## src/rtl/uart_word_tx_if.sv

```systemverilog
// Word/byte-count handshake into the UART word transmitter.
// Master drives valid/data/count; slave answers with ready.
interface uart_word_tx_if;
  logic        in_valid;
  logic        in_ready;
  logic [31:0] in_data;
  logic [2:0]  in_bytes;

  modport master (
    output in_valid,
    output in_data,
    output in_bytes,
    input  in_ready
  );

  modport slave (
    input  in_valid,
    input  in_data,
    input  in_bytes,
    output in_ready
  );
endinterface

```

## src/rtl/uart_word_tx.sv

```systemverilog
// Buffered UART word transmitter: 1-4 bytes per word, 8N1 frames, idle gap.
// Define UART_TX_PARITY_EN to add a parity bit (sense set by PARITY_ODD).
module uart_word_tx #(
  parameter int CLK_FREQ   = 12000000,
  parameter int BAUD       = 9600,
  parameter int GAP_BITS   = 10,
  parameter int PARITY_ODD = 0
) (
  input  logic           clk,
  input  logic           nrst,
  uart_word_tx_if.slave  in_if,
  output logic           tx,
  output logic           busy,
  output logic           done
);

  localparam int CLKS_PER_BIT = CLK_FREQ / BAUD;
  localparam int CNT_W =
    (CLKS_PER_BIT > 1) ? $clog2(CLKS_PER_BIT) : 1;
  localparam int GAP_W =
    (GAP_BITS > 0) ? $clog2(GAP_BITS + 1) : 1;

  localparam logic [CNT_W-1:0] CNT_LAST =
    CNT_W'(CLKS_PER_BIT - 1);
  localparam logic [CNT_W-1:0] CNT_ONE = CNT_W'(1);
  localparam logic [GAP_W-1:0] GAP_LAST =
    GAP_W'((GAP_BITS > 0) ? GAP_BITS - 1 : 0);
  localparam logic [GAP_W-1:0] GAP_ONE = GAP_W'(1);
  localparam logic PODD = (PARITY_ODD != 0);

  typedef enum logic [2:0] {
    S_IDLE,
    S_START,
    S_DATA,
    S_PARITY,
    S_STOP,
    S_GAP,
    S_DONE
  } state_e;

  state_e           state_q, state_d;
  logic [CNT_W-1:0] cnt_q, cnt_d;
  logic [2:0]       bit_idx_q, bit_idx_d;
  logic [GAP_W-1:0] gap_idx_q, gap_idx_d;
  logic [31:0]      shreg_q, shreg_d;
  logic [2:0]       nbytes_q, nbytes_d;
  logic             tx_q, tx_d;

  logic [2:0]       bytes_clamped;
  logic             bit_end;
  logic             next_byte;

  // Counts 4..7 all mean a full word.
  always_comb begin
    unique case (1'b1)
      in_if.in_bytes[2]: bytes_clamped = 3'd4;
      default:           bytes_clamped = in_if.in_bytes;
    endcase
  end

  always_ff @(posedge clk or negedge nrst) begin
    if (!nrst) begin
      state_q   <= S_IDLE;
      cnt_q     <= '0;
      bit_idx_q <= '0;
      gap_idx_q <= '0;
      shreg_q   <= '0;
      nbytes_q  <= '0;
      tx_q      <= 1'b1;
    end else begin
      state_q   <= state_d;
      cnt_q     <= cnt_d;
      bit_idx_q <= bit_idx_d;
      gap_idx_q <= gap_idx_d;
      shreg_q   <= shreg_d;
      nbytes_q  <= nbytes_d;
      tx_q      <= tx_d;
    end
  end

  always_comb begin
    state_d   = state_q;
    cnt_d     = cnt_q;
    bit_idx_d = bit_idx_q;
    gap_idx_d = gap_idx_q;
    shreg_d   = shreg_q;
    nbytes_d  = nbytes_q;
    next_byte = 1'b0;
    bit_end   = (cnt_q == CNT_LAST);

    if (state_q != S_IDLE && state_q != S_DONE) begin
      cnt_d = bit_end ? '0 : cnt_q + CNT_ONE;
    end

    unique case (state_q)
      S_IDLE: begin
        if (in_if.in_valid && bytes_clamped != 3'd0) begin
          state_d   = S_START;
          shreg_d   = in_if.in_data;
          nbytes_d  = bytes_clamped;
          cnt_d     = '0;
          bit_idx_d = '0;
          gap_idx_d = '0;
        end
      end
      S_START: begin
        if (bit_end) state_d = S_DATA;
      end
      S_DATA: begin
        if (bit_end) begin
          if (bit_idx_q == 3'd7) begin
            bit_idx_d = '0;
`ifdef UART_TX_PARITY_EN
            state_d = S_PARITY;
`else
            state_d = S_STOP;
`endif
          end else begin
            bit_idx_d = bit_idx_q + 3'd1;
          end
        end
      end
      S_PARITY: begin
        if (bit_end) state_d = S_STOP;
      end
      S_STOP: begin
        if (bit_end) begin
          if (GAP_BITS == 0) next_byte = 1'b1;
          else state_d = S_GAP;
        end
      end
      S_GAP: begin
        if (bit_end) begin
          if (gap_idx_q == GAP_LAST) begin
            gap_idx_d = '0;
            next_byte = 1'b1;
          end else begin
            gap_idx_d = gap_idx_q + GAP_ONE;
          end
        end
      end
      S_DONE: begin
        state_d = S_IDLE;
      end
      default: begin
        state_d = S_IDLE;
      end
    endcase

    // Next byte starts on the very next cycle, no idle slot.
    if (next_byte) begin
      shreg_d  = {8'h00, shreg_q[31:8]};
      nbytes_d = nbytes_q - 3'd1;
      state_d  = (nbytes_q == 3'd1) ? S_DONE : S_START;
    end
  end

  // tx is registered: its next value follows the next state.
  always_comb begin
    in_if.in_ready = (state_q == S_IDLE);
    busy           = (state_q != S_IDLE);
    done           = (state_q == S_DONE);
    unique case (state_d)
      S_START:  tx_d = 1'b0;
      S_DATA:   tx_d = shreg_d[bit_idx_d];
      S_PARITY: tx_d = (^shreg_d[7:0]) ^ PODD;
      default:  tx_d = 1'b1;
    endcase
  end

  assign tx = tx_q;

endmodule
```

## src/flat_wrapper.sv

```systemverilog
// flat-port wrapper written by rule: the top's interface ports become plain ports
module uart_word_tx_flat 
#(
  parameter int CLK_FREQ   = 12000000,
  parameter int BAUD       = 9600,
  parameter int GAP_BITS   = 10,
  parameter int PARITY_ODD = 0
)
  (clk, nrst, tx, busy, done, in_if_in_valid, in_if_in_data, in_if_in_bytes, in_if_in_ready);
  uart_word_tx_if in_if_i ();
  input  logic clk;
  input  logic nrst;
  output logic tx;
  output logic busy;
  output logic done;
  input wire logic [$bits(in_if_i.in_valid)-1:0] in_if_in_valid;
  input wire logic [$bits(in_if_i.in_data)-1:0] in_if_in_data;
  input wire logic [$bits(in_if_i.in_bytes)-1:0] in_if_in_bytes;
  output wire logic [$bits(in_if_i.in_ready)-1:0] in_if_in_ready;
  assign in_if_i.in_valid = in_if_in_valid;
  assign in_if_i.in_data = in_if_in_data;
  assign in_if_i.in_bytes = in_if_in_bytes;
  assign in_if_in_ready = in_if_i.in_ready;
  uart_word_tx #(.CLK_FREQ(CLK_FREQ), .BAUD(BAUD), .GAP_BITS(GAP_BITS), .PARITY_ODD(PARITY_ODD)) u_core (.clk(clk), .nrst(nrst), .in_if(in_if_i), .tx(tx), .busy(busy), .done(done));
endmodule
```

## config.mk

```make
export PLATFORM = sky130hd
export DESIGN_NAME = uart_word_tx_flat
export DESIGN_NICKNAME = d
export VERILOG_FILES = /design/src/rtl/uart_word_tx_if.sv /design/src/rtl/uart_word_tx.sv /design/src/flat_wrapper.sv
export SDC_FILE = /design/constraint.sdc
export NUM_CORES = 1
export LEC_CHECK = 0
export BUFFER_PORTS_ARGS = -buffer_cell sky130_fd_sc_hd__clkbuf_2
export CAP_MARGIN = 20
export CORE_MARGIN = 2
export CORE_UTILIZATION = 55
export CTS_CLUSTER_DIAMETER = 200
export DETAILED_ROUTE_END_ITERATION = 10
export PLACE_DENSITY = 0.77
export RECOVER_POWER = 50
export SLEW_MARGIN = 20
export SYNTH_ARGS = -nofsm -noshare
export SYNTH_HDL_FRONTEND = slang
export SYNTH_SLANG_ARGS = --single-unit
```

## constraint.sdc

```tcl
create_clock -name clk -period 6.75 [get_ports clk]
set_clock_uncertainty 0.1 [all_clocks]
set_input_delay 1.35 -clock clk [delete_from_list [all_inputs] [get_ports clk]]
set_output_delay 1.35 -clock clk [all_outputs]
set_load 0.02 [all_outputs]
```

Word-level counts from Yosys, hierarchy flattened:

Cells that the tools add are included.
Widths: inputs -> output; s select.

* input bits: 38
* word-level logic and storage cells: 74
* flip-flop bits (word level): 57

* multiplexer cells: 34
* $add $sub $neg: 4
* equality and inequality tests: 16
* reductions and logical operators: 11
* order comparisons: 1

Operators by type and width (number)
* $mux 32: 3
* $mux 3: 15
* $mux 11: 4
* $pmux 3 s6: 1
* $eq 3x2->1 const B: 4
* $eq 3x3->1 const B: 4
* $mux 4: 3
* $add 11x1->11 const B: 1
* $eq 11x11->1 const B: 1
* $eq 3x1->1 const B: 3
* $pmux 4 s2: 1
* $reduce_xor 8->1: 1
* $lt 3x6->1 const B: 1
* $pmux 3 s2: 1
* $reduce_bool 2->1: 3
* $reduce_bool 3->1: 2
* $add 4x1->4 const B: 1
* $eq 4x4->1 const B: 1
* $mux 1: 4
* $ne 2x1->1 const B: 2
* $add 3x1->3 const B: 1
* $bmux 1 s3: 1
* $logic_not 3->1: 1
* $ne 3x3->1 const B: 1
* 5 further kinds: 6

Longest topological paths before layout:

* depth in word-level cells: 9
* mapped depth: 12
* gate-level depth less buffers: 10

Worst setup path before layout:

No wires, ideal clock.

* path kind: input to register
* start: in in_if_in_bytes[0]
* end: reg u_core.tx_q (netlist: u_core.tx)
* setup slack: 3410 ps
* arrival: 3171 ps
* stages: 9
* cell sequence: o31a_1 -> and2_1 -> buf_4 -> mux2_2 -> mux2i_1 -> mux2_4 -> a311o_1 -> o31a_1 -> o21ai_2

* longest elaborated chain between the ends: 9
* elaborated cells on any way between the ends: 18

RTL lines
* start, declared: line flat_wrapper.sv:18 `input wire logic [$bits(in_if_i.in_bytes)-1:0] in_if_in_bytes;`
* $mux 3 *: line uart_word_tx.sv:55 `unique case (1'b1)`
* $reduce_bool 3->1 *: line uart_word_tx.sv:97 `if (in_if.in_valid && bytes_clamped != 3'd0) begin`
* $logic_and 1x1->1 *: line uart_word_tx.sv:97
* $mux 32: line uart_word_tx.sv:97
* $mux 32: line uart_word_tx.sv:95 `unique case (state_q)`
* $mux 32: line uart_word_tx.sv:151 `if (next_byte) begin`
* $bmux 1 s3: line uart_word_tx.sv:165 `S_DATA: tx_d = shreg_d[bit_idx_d];`
* $mux 1 (implied by the code): line uart_word_tx.sv:165
* $pmux 1 s3 *: line uart_word_tx.sv:163 `unique case (state_d)`
* net u_core.tx_d: line uart_word_tx.sv:47 `logic tx_q, tx_d;`
* end signal, assigned: line uart_word_tx.sv:77 `tx_q <= tx_d;`
* end, declared: line uart_word_tx.sv:47

The timed path passes the listed nets; every way through them passes the cells marked *. The select of a mux whose other input is x is not followed.
A chain may end at the register's enable or synchronous reset.

==> results.sh <==
export IMPL_syn_num_nets=360
export IMPL_synth_mux_area_frac=0.0746
export IMPL_path_cells="clkbuf_2 > clkbuf_1"
export IMPL_synth_edf_count=0
export IMPL_worstRegToRegCells=11
export IMPL_top_layer_used="met4"
export IMPL_p_clk_frac=0.292
export IMPL_wl_per_cell_um=14.2
export IMPL_min_from="u_core.shreg_q[21]$_DFFE_PN0P_"
export IMPL_clock_fmax_mhz=258
export IMPL_pin_count=42
export IMPL_r2r_setup_slack_ns=3.44
export IMPL_max_cap_violations=1
export IMPL_whs_ns=0.377
export IMPL_grt_pass1_wl_um=10300
export IMPL_grt_pass1_vias=2210
export IMPL_crit_type="in -> async"
export IMPL_yosys_area_share_adder=0.0332
export IMPL_yosysWarnings=0
export IMPL_p_int_uw=813
export IMPL_dr_pass1_iters=4
export IMPL_rsz0062_at_grt="false"
export IMPL_worst_setup_path_start_kind="input port"
export IMPL_synth_compound_area_share=0.120
export IMPL_finalHoldViolations=0
export IMPL_yosys_area_share_simple=0.198
export IMPL_startpoint="nrst"
export IMPL_tns_ns=0
export IMPL_ys_types=47
export IMPL_fin_crit_ns=3.88
export IMPL_drcViolationCount=0
export IMPL_ys_flop_type="dfrtp_1"
export IMPL_async_reset_ff_frac=1.00
export IMPL_violations="capacitance limit, slew limit"
export IMPL_cp_max_fo=57
export IMPL_track_usage=0.219
export IMPL_grt_max_degree=58
export IMPL_ctsRootBufferMaster="clkbuf_8"
export IMPL_drt_total_wl_um=6080
export IMPL_fp_row_count=26
export IMPL_seq_power_share=0.446
export IMPL_rr_startpoint="u_core.cnt_q[1]$_DFF_PN0_"
export IMPL_status="finished with violations"
export IMPL_gr_total_overflow=0
export IMPL_worstPathArrival_ns=3.56
export IMPL_synth_top_family_by_area="simple AND/OR/NAND/NOR gates"
export IMPL_total_power_uw=1190
export IMPL_ant_nets=0
export IMPL_drt_initial_drc_count=208
export IMPL_p_comb_frac=0.262
export IMPL_critPathTopFamily="buffers and inverters"
export IMPL_p_sw_frac=0.317
export IMPL_cts_buffer_depth=2
export IMPL_leakagePower_uw=0.00166
export IMPL_dr_wl_met2_um=2790
export IMPL_report_final_setup_viol=0
export IMPL_post_cts_buffers=0
export IMPL_clock_latency_ns=0.34
export IMPL_postCtsHoldBufs=0
export IMPL_ys_ff_latch=57
export IMPL_die_area_um2=6100
export IMPL_coreArea_um2=5200
export IMPL_syn2layout_area_growth_pct=15.0
export IMPL_slew_headroom=-1.00
export IMPL_drv_slew=58
export IMPL_cp_depth=2
export IMPL_critPathRequiredTime_ns=6.43
export IMPL_antenna_found_initial=0
export IMPL_num_vias=2363
export IMPL_p_sw_uw=378
export IMPL_start_util=0.580
export IMPL_cts_tree="done"
export IMPL_cp_num_buf_inv=2
export IMPL_htree_levels=3
export IMPL_cpMaxStageDelayCell="clkbuf_1"
export IMPL_place_congestion=0.816
export IMPL_drive_above_1_share=0.206
export IMPL_crit_path_max_incr_delay_ns=2.12
export IMPL_yosysSeqAreaShare=0.473
export IMPL_p_per_area_nw_per_um2=343
export IMPL_n_antenna_cell=0
export IMPL_viasPerCell=5.51
export IMPL_synth_xor_area_frac=0.0522
export IMPL_ctsResizeCount=0
export IMPL_avgSynthCellArea_um2=9.62
export IMPL_finalCritPeriodShare=0.575
export IMPL_end_kind="asynchronous set/reset pin"
export IMPL_clk_pin_slew_worst_paths_ns=0.07
export IMPL_cts_buffers=9
export IMPL_hp_class="reg -> reg"
export IMPL_die_w_um=78.1
export IMPL_port_buffers=41
export IMPL_nets=400
export IMPL_ir_drop_v=0.000210
export IMPL_routed_wl_met3_um=426
export IMPL_hpwl_um=4250
export IMPL_hold_path_cell_count=2
export IMPL_cts_sinks=57
export IMPL_met1_length_um=2780
export IMPL_die_h_um=78.1
export IMPL_worst_slew_pin_slew_ns=3.00
export IMPL_netlist_area_um2=3020
export IMPL_syn_inst=314
[per-stage QoR]
step / setup WS, ns / utilization / area, um^2 / instances
floorplan: 3.41 / - / 3020 / 314
global placement: 3.03 / 0.625 / 3250 / 412
detailed placement: 2.98 / 0.625 / 3250 / 412
CTS: 3.34 / 0.667 / 3470 / 428
global route: 2.19 / 0.667 / 3470 / 429
finish: 2.87 / 0.667 / 3470 / 429
[layout by cell type, fill, tap and decap left out, types with 2 or more instances in the layout]
master,n
bufinv_16,2
nor3_1,3
o31a_1,2
xor2_1,10
clkbuf_1,2
nor2_1,19
xnor2_1,8
dfrtp_1,56
a21oi_1,3
nand3b_1,4
nand4_1,4
inv_1,18
ha_1,8
nand3_1,11
mux2i_1,12
and3_1,5
and2_1,5
nand2_1,61
clkbuf_2,40
o211ai_1,2
nand2b_1,2
o21ai_0,15
mux2_2,8
o31ai_1,3
buf_4,3
clkinv_2,2
clkbuf_8,9
a22oi_1,19
clkinv_4,2
[registers in the layout, indices dropped and copies added, names as in the netlist]
name / count
u_core.nbytes_q: 3
u_core.cnt_q: 11
u_core.shreg_q: 32
u_core.gap_idx_q: 4
u_core.bit_idx_q: 3
u_core.tx: 1
u_core.state_q: 3
[area by class of cell]
| type | instances | area (um^2) |
|---|---|---|
| Clock inverter | 7 | 95.1 |
| Timing Repair Buffer | 45 | 230 |
| Tap cell | 70 | 87.6 |
| Inverter | 18 | 67.6 |
| Fill cell | 412 | 1730 |
| Multi-Input combinational cell | 223 | 1440 |
| Sequential cell | 57 | 1430 |
| Clock buffer | 9 | 124 |
[cells in the mapped netlist, types with 10 or more instances]
| cell type | n | area share |
|---|---|---|
| nand2_1 | 61 | 0.076 |
| xor2_1 | 10 | 0.029 |
| mux2i_1 | 12 | 0.040 |
| inv_1 | 18 | 0.022 |
| a22oi_1 | 19 | 0.047 |
| o21ai_0 | 15 | 0.025 |
| dfrtp_1 | 56 | 0.46 |
| nand3_1 | 11 | 0.018 |
| nor2_1 | 19 | 0.024 |
[path summary, 6_finish.rpt]
path,endpoint
worst max-delay path,u_core.shreg_q[8]$_DFFE_PN0P_
worst min-delay path,u_core.shreg_q[21]$_DFFE_PN0P_
worst max register to register,u_core.tx$_DFF_PN1_
worst min register to register,u_core.shreg_q[21]$_DFFE_PN0P_
max in group clk,u_core.tx$_DFF_PN1_
min in group asynchronous,u_core.cnt_q[3]$_DFF_PN0_
[power groups by stage]
stage                     clock network (uW)  logic [uW]  registers [uW]
after floorplan                            0         255             513
after global placement                     0         302             532
after detailed placement                   0         313             536
after CTS                                356         314             530
after global routing                     371         361             544
final                                    348         312             531
[per-layer routing]
metal,up-vias,GRT usage
met4,0,0.100
li1,1159,-
met3,7,0.0644
met5,-,0
met1,1118,0.299
met2,79,0.324
[logic make-up after synthesis]
| kind of cell | count (synthesis) |
|---|---|
| mux | 21 |
| xor+xnor | 18 |
| simple gates | 123 |
| buf+inv | 34 |
| compound gates | 53 |
| fa+ha+maj | 8 |
| flops | 57 |
Power figures use the tool's default switching activity.
